===== config.mk =====
export PLATFORM = sky130hd
export DESIGN_NAME = audio_i2s_receiver
export DESIGN_NICKNAME = d
export VERILOG_FILES = /design/src/rtl/audio_i2s_receiver.sv
export SDC_FILE = /design/constraint.sdc
export NUM_CORES = 1
export LEC_CHECK = 0
export CORE_MARGIN = 2
export CORE_UTILIZATION = 50
export CTS_CLUSTER_DIAMETER = 30
export DETAILED_ROUTE_END_ITERATION = 8
export PLACE_DENSITY_LB_ADDON = 0.1
export SLEW_MARGIN = 20
export SYNTH_ARGS = -nofsm -noshare
export SYNTH_HDL_FRONTEND = slang
export SYNTH_SLANG_ARGS = --single-unit

===== constraint.sdc =====
create_clock -name clk -period 2.9 [get_ports clk]
set_input_delay 0.58 -clock clk [delete_from_list [all_inputs] [get_ports clk]]
set_output_delay 0.58 -clock clk [all_outputs]
set_load 0.05 [all_outputs]

===== src/rtl/audio_i2s_receiver.sv =====
// audio_i2s_receiver
// Oversampling receiver for the left-justified stereo serial audio link.
// BCK, WS and DATA are synchronised into clk, BCK rising edges are detected,
// and each half-frame is deserialised MSB first. A right word is parked
// until the following left word completes; the pair is then presented
// together with a one-cycle sample_valid strobe. A half-frame that ends
// before WIDTH bits arrive is reported with a one-cycle frame_err strobe.

module audio_i2s_receiver #(
    parameter int WIDTH         = 16,
    parameter int SLOTS_PER_BIT = 2
) (
    input  logic             clk,
    input  logic             rst_n,
    input  logic             audio_BCK,
    input  logic             audio_WS,
    input  logic             audio_DATA,
    output logic [WIDTH-1:0] audio_out_left,
    output logic [WIDTH-1:0] audio_out_right,
    output logic             sample_valid,
    output logic             frame_err
);

    localparam int BW = $clog2(WIDTH + 1);
    localparam int SW = (SLOTS_PER_BIT > 1) ? $clog2(SLOTS_PER_BIT) : 1;

    localparam logic [BW-1:0] BIT_FULL  = BW'(WIDTH);
    localparam logic [BW-1:0] BIT_LAST  = BW'(WIDTH - 1);
    localparam logic [SW-1:0] SLOT_LAST = SW'(SLOTS_PER_BIT - 1);

    // Synchroniser stages; r_bck_s3 is the previous value of r_bck_s2.
    logic r_bck_s1, r_bck_s2, r_bck_s3;
    logic r_ws_s1, r_ws_s2;
    logic r_data_s1, r_data_s2;

    // Bit-level deserialiser state.
    logic             r_ws_ref_ok;   // r_ws_prev holds a real sampled WS
    logic             r_ws_prev;
    logic             r_locked;
    logic [SW-1:0]    r_slot_cnt;
    logic [BW-1:0]    r_bit_cnt;
    logic [WIDTH-1:0] r_shift;
    logic [WIDTH-1:0] r_word;
    logic             r_word_done;
    logic             r_word_left;
    logic             r_short;

    // Word-level pairing state.
    logic [WIDTH-1:0] r_right_hold;
    logic             r_right_ok;

    logic             w_bck_rise;
    logic             w_ws_edge;
    logic             w_active;
    logic             w_finish_old;
    logic [SW-1:0]    w_slot_base;
    logic [BW-1:0]    w_bit_base;
    logic             w_capture;
    logic             w_complete;
    logic             w_short;
    logic [SW-1:0]    w_slot_next;
    logic [BW-1:0]    w_bit_next;

    // Two-flop synchronisers with equal delay on all three lines.
    always_ff @(posedge clk or negedge rst_n) begin
        if (!rst_n) begin
            r_bck_s1  <= 1'b0;
            r_bck_s2  <= 1'b0;
            r_bck_s3  <= 1'b0;
            r_ws_s1   <= 1'b0;
            r_ws_s2   <= 1'b0;
            r_data_s1 <= 1'b0;
            r_data_s2 <= 1'b0;
        end else begin
            r_bck_s1  <= audio_BCK;
            r_bck_s2  <= r_bck_s1;
            r_bck_s3  <= r_bck_s2;
            r_ws_s1   <= audio_WS;
            r_ws_s2   <= r_ws_s1;
            r_data_s1 <= audio_DATA;
            r_data_s2 <= r_data_s1;
        end
    end

    // Edge detection and next-count computation for the current BCK rise.
    // A WS change resets the counters before the capture decision so that
    // the transition edge itself is slot 0 of the new half-frame. If that
    // same edge was also the last capture slot of the old word, the old
    // word is finished with this edge's data instead of being flagged short.
    always_comb begin
        w_bck_rise   = r_bck_s2 & ~r_bck_s3;
        w_ws_edge    = w_bck_rise & r_ws_ref_ok & (r_ws_s2 != r_ws_prev);
        w_active     = r_locked | w_ws_edge;
        w_finish_old = w_ws_edge & r_locked &
                       (r_slot_cnt == SLOT_LAST) & (r_bit_cnt == BIT_LAST);
        w_slot_base  = w_ws_edge ? '0 : r_slot_cnt;
        w_bit_base   = w_ws_edge ? '0 : r_bit_cnt;
        w_capture    = w_bck_rise & w_active &
                       (w_slot_base == SLOT_LAST) & (w_bit_base < BIT_FULL);
        w_complete   = w_capture & (w_bit_base == BIT_LAST);
        w_short      = w_ws_edge & r_locked & (r_bit_cnt < BIT_FULL) & ~w_finish_old;
        w_slot_next  = (w_slot_base == SLOT_LAST) ? '0 : w_slot_base + SW'(1);
        w_bit_next   = w_capture ? w_bit_base + BW'(1) : w_bit_base;
    end

    // Deserialiser: counters, shift register and word/short-frame strobes.
    always_ff @(posedge clk or negedge rst_n) begin
        if (!rst_n) begin
            r_ws_ref_ok <= 1'b0;
            r_ws_prev   <= 1'b0;
            r_locked    <= 1'b0;
            r_slot_cnt  <= '0;
            r_bit_cnt   <= '0;
            r_shift     <= '0;
            r_word      <= '0;
            r_word_done <= 1'b0;
            r_word_left <= 1'b0;
            r_short     <= 1'b0;
        end else begin
            r_word_done <= w_complete | w_finish_old;
            r_word_left <= w_finish_old ? r_ws_prev : r_ws_s2;
            r_short     <= w_short;
            if (w_complete | w_finish_old) begin
                r_word <= {r_shift[WIDTH-2:0], r_data_s2};
            end
            if (w_bck_rise) begin
                r_ws_ref_ok <= 1'b1;
                r_ws_prev   <= r_ws_s2;
                r_locked    <= r_locked | w_ws_edge;
                if (w_active) begin
                    r_slot_cnt <= w_slot_next;
                    r_bit_cnt  <= w_bit_next;
                end
                if (w_capture) begin
                    r_shift <= {r_shift[WIDTH-2:0], r_data_s2};
                end
            end
        end
    end

    // Pair assembly: park right words, emit on a following complete left word.
    always_ff @(posedge clk or negedge rst_n) begin
        if (!rst_n) begin
            r_right_hold    <= '0;
            r_right_ok      <= 1'b0;
            audio_out_left  <= '0;
            audio_out_right <= '0;
            sample_valid    <= 1'b0;
            frame_err       <= 1'b0;
        end else begin
            sample_valid <= 1'b0;
            frame_err    <= 1'b0;
            if (r_short) begin
                frame_err  <= 1'b1;
                r_right_ok <= 1'b0;
            end else if (r_word_done) begin
                if (!r_word_left) begin
                    r_right_hold <= r_word;
                    r_right_ok   <= 1'b1;
                end else if (r_right_ok) begin
                    audio_out_left  <= r_word;
                    audio_out_right <= r_right_hold;
                    sample_valid    <= 1'b1;
                    r_right_ok      <= 1'b0;
                end
            end
        end
    end

endmodule


==> results of run 1 <==
-- power groups by stage --
stage	Combinational [mW]	Sequential [mW]	Clock, mW
after floorplan	0.126	1.56	0
after global placement	0.179	1.57	0
after detailed placement	0.183	1.58	0
after CTS	0.184	1.55	0.801
after global routing	0.199	1.56	0.860
final	0.178	1.55	0.771
-- routing by layer --
metal | wire length, um | part of all wire (%)
met1 | 2670 | 47
met2 | 2770 | 49
met3 | 171 | 3.0
met4 | 98 | 1.7
met5 | 0 | 0
-- registers in the layout, indices dropped and copies added, names as in the netlist --
signal,flops
r_word_left,1
r_bck_s1,1
r_bck_s2,1
r_ws_s1,1
r_slot_cnt,1
r_bck_s3,1
frame_err,1
sample_valid,1
r_ws_prev,1
r_bit_cnt,5
r_ws_ref_ok,1
r_word,16
r_ws_s2,1
r_right_hold,16
audio_out_right,16
r_word_done,1
r_locked,1
r_short,1
r_data_s1,1
r_data_s2,1
r_shift,15
r_right_ok,1
audio_out_left,16
-- cells in the final DEF, fill, tap and decap left out, types with 2 or more instances in the layout --
cell / netlist / final
mux2_4: 9 / 9
nor2b_1: 4 / 3
dfrtp_1: 101 / 101
inv_1: 2 / 2
clkinv_4: 0 / 2
nor2_1: 10 / 10
xnor2_1: 3 / 3
clkbuf_8: 0 / 9
buf_4: 0 / 8
clkdlybuf4s50_1: 0 / 37
nand2_1: 2 / 2
ha_1: 2 / 2
nand3_1: 3 / 3
clkbuf_1: 5 / 2
clkinvlp_4: 0 / 2
mux2_2: 72 / 72
or2_2: 2 / 2
-- logic make-up (layout without fill, tap and decap cells) --
| family | after synthesis | after routing |
|---|---|---|
| mux | 82 | 82 |
| simple gates | 32 | 32 |
| buf+inv | 12 | 64 |
| xor+xnor | 4 | 4 |
| fa+ha+maj | 2 | 2 |
| flops | 101 | 101 |
| compound gates | 5 | 5 |
-- cell type report --
cell class	instances	share of cell area [%]
multi-input combinational	125	28.1
inverter	2	0.164
tap	102	2.80
clock buffer	11	2.88
clock inverter	5	0.822
timing repair buffer	46	9.87
sequential	101	55.4
-- stage by stage --
| step | total power [mW] | util [%] | worst slack, ns | area (sq um) |
|---|---|---|---|---|
| floorplan | 1.69 | - | 0.149 | 3880 |
| global placement | 1.75 | 57.8 | 0.511 | 4400 |
| detailed placement | 1.76 | 57.8 | 0.459 | 4400 |
| CTS | 2.53 | 60.0 | 0.429 | 4570 |
| global route | 2.62 | 60.0 | 0.307 | 4570 |
| finish | 2.49 | 60.0 | 0.439 | 4570 |
-- Yosys cell counts, types with 2 or more instances --
cell and count:
dfrtp_1 101, mux2_2 72, nor2_1 10, mux2_4 9
clkbuf_1 5, nor2b_1 4, nand3_1 3, xnor2_1 3
buf_6 2, ha_1 2, inv_1 2, nand2_1 2
or2_2 2
-- final timing paths --
kind,start,to,slack [ns],depth (start not counted)
hold reg to reg,r_ws_s1,r_ws_s2,0.35,0
max in group asynchronous,rst_n,r_word[10],1.93,2
min in group clk,r_ws_s1,r_ws_s2,0.35,0
hold / removal,rst_n,audio_out_right[1],0.28,1
setup reg to reg,r_bck_s3,r_word[3],0.44,11
setup / recovery,r_bck_s3,r_word[3],0.44,11
==> metrics.txt, run 1 <==
final setup skew=0.0120 ns; synth unique cells=34; routed len/inst=14.6 um; cell accounting for the most synthesized area=dfrtp_1; root buf cell=clkbuf_8; Pwr Density=546 mW/mm^2; n_diodes=0; Die Ht=92.1 um; Reg power frac=62.0%; M3 GR Usage=3.12%; Clk pwr share=30.9%; Syn-to-layout area delta=17.6%; Main synth FF type=dfrtp_1; combinational family with the most area after synthesis=multiplexers; largest net degree at the start of global routing=58; DR pass1 iterations=3; DRC viols=0; Slew @ Worst Pin=0.722 ns; CP max FO=9; vias=1979; vias in the first global route=1955; final hold violations=0; critical path type=flip-flop to flip-flop; f_max=406 MHz; Longest Clk Path Bufs=2; antenna violations before repair=0; max incr delay on CP=0.37 ns; non-filler cells, final=392; clock slew at reported path FFs=0.09 ns; GR Util All Layers=15.3%; Hold Crit Class=input port to asynchronous set/reset pin; Switching Share=24.0%; worst path cell trace=and2b_4, and3_1, nor2b_1, ha_1, nand3_1, nor2_1, ha_1, nor3b_2, mux2i_4, buf_4, mux2_2; Port Buffers=38; top cell type's share of synthesized area=65.1%; Power Internal=1.90 mW; share of cells above drive strength 1=39.0%; Total Wirelength=5710 um; RSZ-0062 raised after global routing=false; VDD IR max=0.317 mV; Crit path max-delay family=simple AND/OR/NAND/NOR gates; IO Count=39; fillers=635; Initial DRC Count=56; first-pass GRT wire length=9940 um; Yosys warnings=0; LEAKAGE=2.23 nW; xor/xnor share of the synthesized area=0.903%; DR vias/cell=5.05; Synth Area in Compound Gates=0.870%; H-tree lvl count=3; Setup-failing EPs final=0; Sequential Area=0.00253 sq mm; Starting Density=51.0%; met1 Usage GRT=21.0%; crit share post-route=84.9%; num rows=32; synthesized-area fraction occupied by and/or/nand/nor cells=5.64%; share of total power in combinational logic=7.1%; Critical-path top delay cell=dfrtp_1; CP dominant cell by count=ha_1; antenna-violating nets left=0; Placed Instances=376; Final #Nets=292; die area=0.00848 sq mm; WP buf/inv=1; CTS sink cnt=101; fin. max-slew vios=0; gpl congestion=0.803; synthesized area per cell=16.3 sq um; total global routing overflow=0; hold buffers post-CTS=0; CP required=3.13 ns; GRT Max-Usage Layer=met2; # Post-CTS Setup Buffers=0; clk_lat worst skew=0.35 ns; net switching power=598 uW; Async SR Flop Fraction=100%; met2 Track Usage GR=23.3%; Rel. slew slack=51.9%; outcome=completed; TNS Setup=0 ns; Num CTS Buffers=9; Seq/Total Area, Yosys=65.1%; synthesis-stage register bit count=101; CTS tree=done; DP Wirelength=3810 um; core area=0.00761 sq mm; min cycle time layout=2.46 ns; mux cell area share after synthesis=25.0%; WP data arrival=2.69 ns; WHS=0.278 ns; Post-Syn Instances=238; Post-CTS Resized=0; top cells by area, synth=dfrtp_1 (65%), mux2_2 (21%), mux2_4 (3.5%); CP startpoint kind=flip-flop; Post-Synth Adder-Cell Area=0.645%; area of the multi-input gates=0.00128 sq mm; syn_nets=245; Post-Syn Area=0.00388 sq mm; Crit. End Element=flip-flop; Die W=92.1 um; max_cap viols=0; Post-synth EDFFs=0
Power figures use the tool's default switching activity.
==> run 2, diff against run 1 <==
- CORE_UTILIZATION: 50 -> 56
- clock period: 2.9 -> 2.4 ns (I/O delays scaled with it)
==> metrics.txt, run 2 (synthesis gave the netlist of run 1 again) <==
outcome=completed; fin. max-slew vios=0; n_diodes=0; DR vias/cell=5.33; Crit path max-delay family=simple AND/OR/NAND/NOR gates; CP max FO=10; worst slack, placed=0.0753 ns; WP buf/inv=1; total global routing overflow=0; routed len/inst=15.2 um; Crit. End Element=flip-flop; Sequential Area=0.00253 sq mm; met1 Usage GRT=24.1%; commonest non-fill, non-tap cell in the layout=dfrtp_1; CTS tree=done; PnR worst setup slack=0.0849 ns; worst path cell trace=and2b_4, and3_4, nor2b_2, ha_2, nand3_2, nor2_2, ha_2, nor3b_4, mux2i_4, buf_12, mux2_2; Hold Crit Class=input port to asynchronous set/reset pin; Syn-to-layout area delta=19.3%; Total Wirelength=5680 um; H-tree lvl count=3; LEAKAGE=2.27 nW; DRC viols=0; num rows=30; Longest Clk Path Bufs=2; DP Wirelength=3930 um; most frequent cells in the layout=dfrtp_1 (101), mux2_2 (72), clkdlybuf4s50_1 (37); Critical-path top delay cell=dfrtp_1; gpl congestion=0.750; first-pass GRT wire length=10100 um; antenna-violating nets left=0; antenna violations before repair=0; VDD IR max=0.375 mV; CP dominant cell by count=ha_2; CP required=2.64 ns; GR Util All Layers=17.2%; RSZ-0062 raised after global routing=true; Pwr Total=3.06 mW; Rel. slew slack=66.1%; Die W=87.3 um; f_max=432 MHz; root buf cell=clkbuf_8; Pwr Density=661 mW/mm^2; core area=0.00676 sq mm; Die Ht=87.3 um; M3 GR Usage=3.13%; clk_lat worst skew=0.35 ns; Port Buffers=38; IO Count=39; TNS Setup=0 ns; WP data arrival=2.56 ns; final setup skew=0.00727 ns; Num CTS Buffers=9; met2 Track Usage GR=26.7%; vias=1987; R2R Setup Slk=0.08 ns; Slew @ Worst Pin=0.507 ns; max_cap viols=0; Initial DRC Count=85; RR Endpoint=r_word[2]; Placed Instances=356; Starting Density=57.4%; fillers=498; DR pass1 iterations=4; crit share post-route=96.5%; worst r2r src=r_bck_s3; largest net degree at the start of global routing=45; CP startpoint kind=flip-flop; Finished Core Util=68.5%; CTS sink cnt=101; GRT Max-Usage Layer=met2; area of the multi-input gates=0.00131 sq mm; critical path type=flip-flop to flip-flop; clock slew at reported path FFs=0.09 ns; die area=0.00761 sq mm; vias in the first global route=2058; max incr delay on CP=0.38 ns; share of cells above drive strength 1=41.6%; hold buffers post-CTS=0; min cycle time layout=2.32 ns; Worst Reg2Reg Path Length in Cells=11; Final #Nets=295; final hold violations=0; non-filler cells, final=373; Setup-failing EPs final=0
-- run 2: what timing repair did --
item / 4_1_cts / 5_1_grt
setup buffers: 0 / 1
resized for setup: 0 / 3
endpoints found under the setup margin: 0 / 16
endpoints found under the hold margin: 0 / 0
-- run 2: final cells by class --
class	instances	area share [%]
timing repair buffer	49	11.0
clock inverter	5	0.757
clock buffer	11	3.05
tap	80	2.16
inverter	2	0.162
multi-input combinational	125	28.2
sequential	101	54.6
-- run 2: worst register-to-register path: stages, from the launching register on --
cell	delay [ns]
dfrtp_1	0.38
and2b_4	0.26
and3_4	0.20
nor2b_2	0.05
ha_2	0.18
nand3_2	0.07
nor2_2	0.04
ha_2	0.16
nor3b_4	0.15
mux2i_4	0.23
buf_12	0.17
mux2_2	0.34
-- run 2: per-stage QoR --
step | hold WS [ns] | instance area, sq um
2_1_floorplan | 0.184 | 3910
3_3_place_gp | 0.333 | 4440
3_5_place_dp | 0.340 | 4440
4_1_cts | 0.0118 | 4610
5_1_grt | 0.0248 | 4630
6_report | 0.0133 | 4630
-- run 2: report_power, final --
group / internal, mW / switching [mW] / leakage (nW)
logic: 0.122 / 0.106 / 0.817
registers: 1.80 / 0.0737 / 1.37
clock network: 0.408 / 0.554 / 0.0897
-- run 2: worst max-delay path by stage --
stage / from / endpoint / slack (ns) / depth (start not counted)
after floorplan: r_bck_s3 / r_word[10] / -0.14 / 13
after global placement: r_bck_s3 / r_word[15] / 0.13 / 11
after detailed placement: r_bck_s3 / r_word[2] / 0.08 / 11
after CTS: r_bck_s3 / r_word[2] / 0.06 / 11
after global routing: r_ws_s2 / r_word[14] / -0.05 / 11
final: r_bck_s3 / r_word[2] / 0.08 / 11
-- run 2: routing by layer --
| metal | vias up | part of all wire [%] |
|---|---|---|
| met1 | 1014 | 47 |
| met5 | - | 0 |
| met4 | 0 | 1.7 |
| met2 | 35 | 49 |
| li1 | 929 | - |
| met3 | 9 | 2.7 |
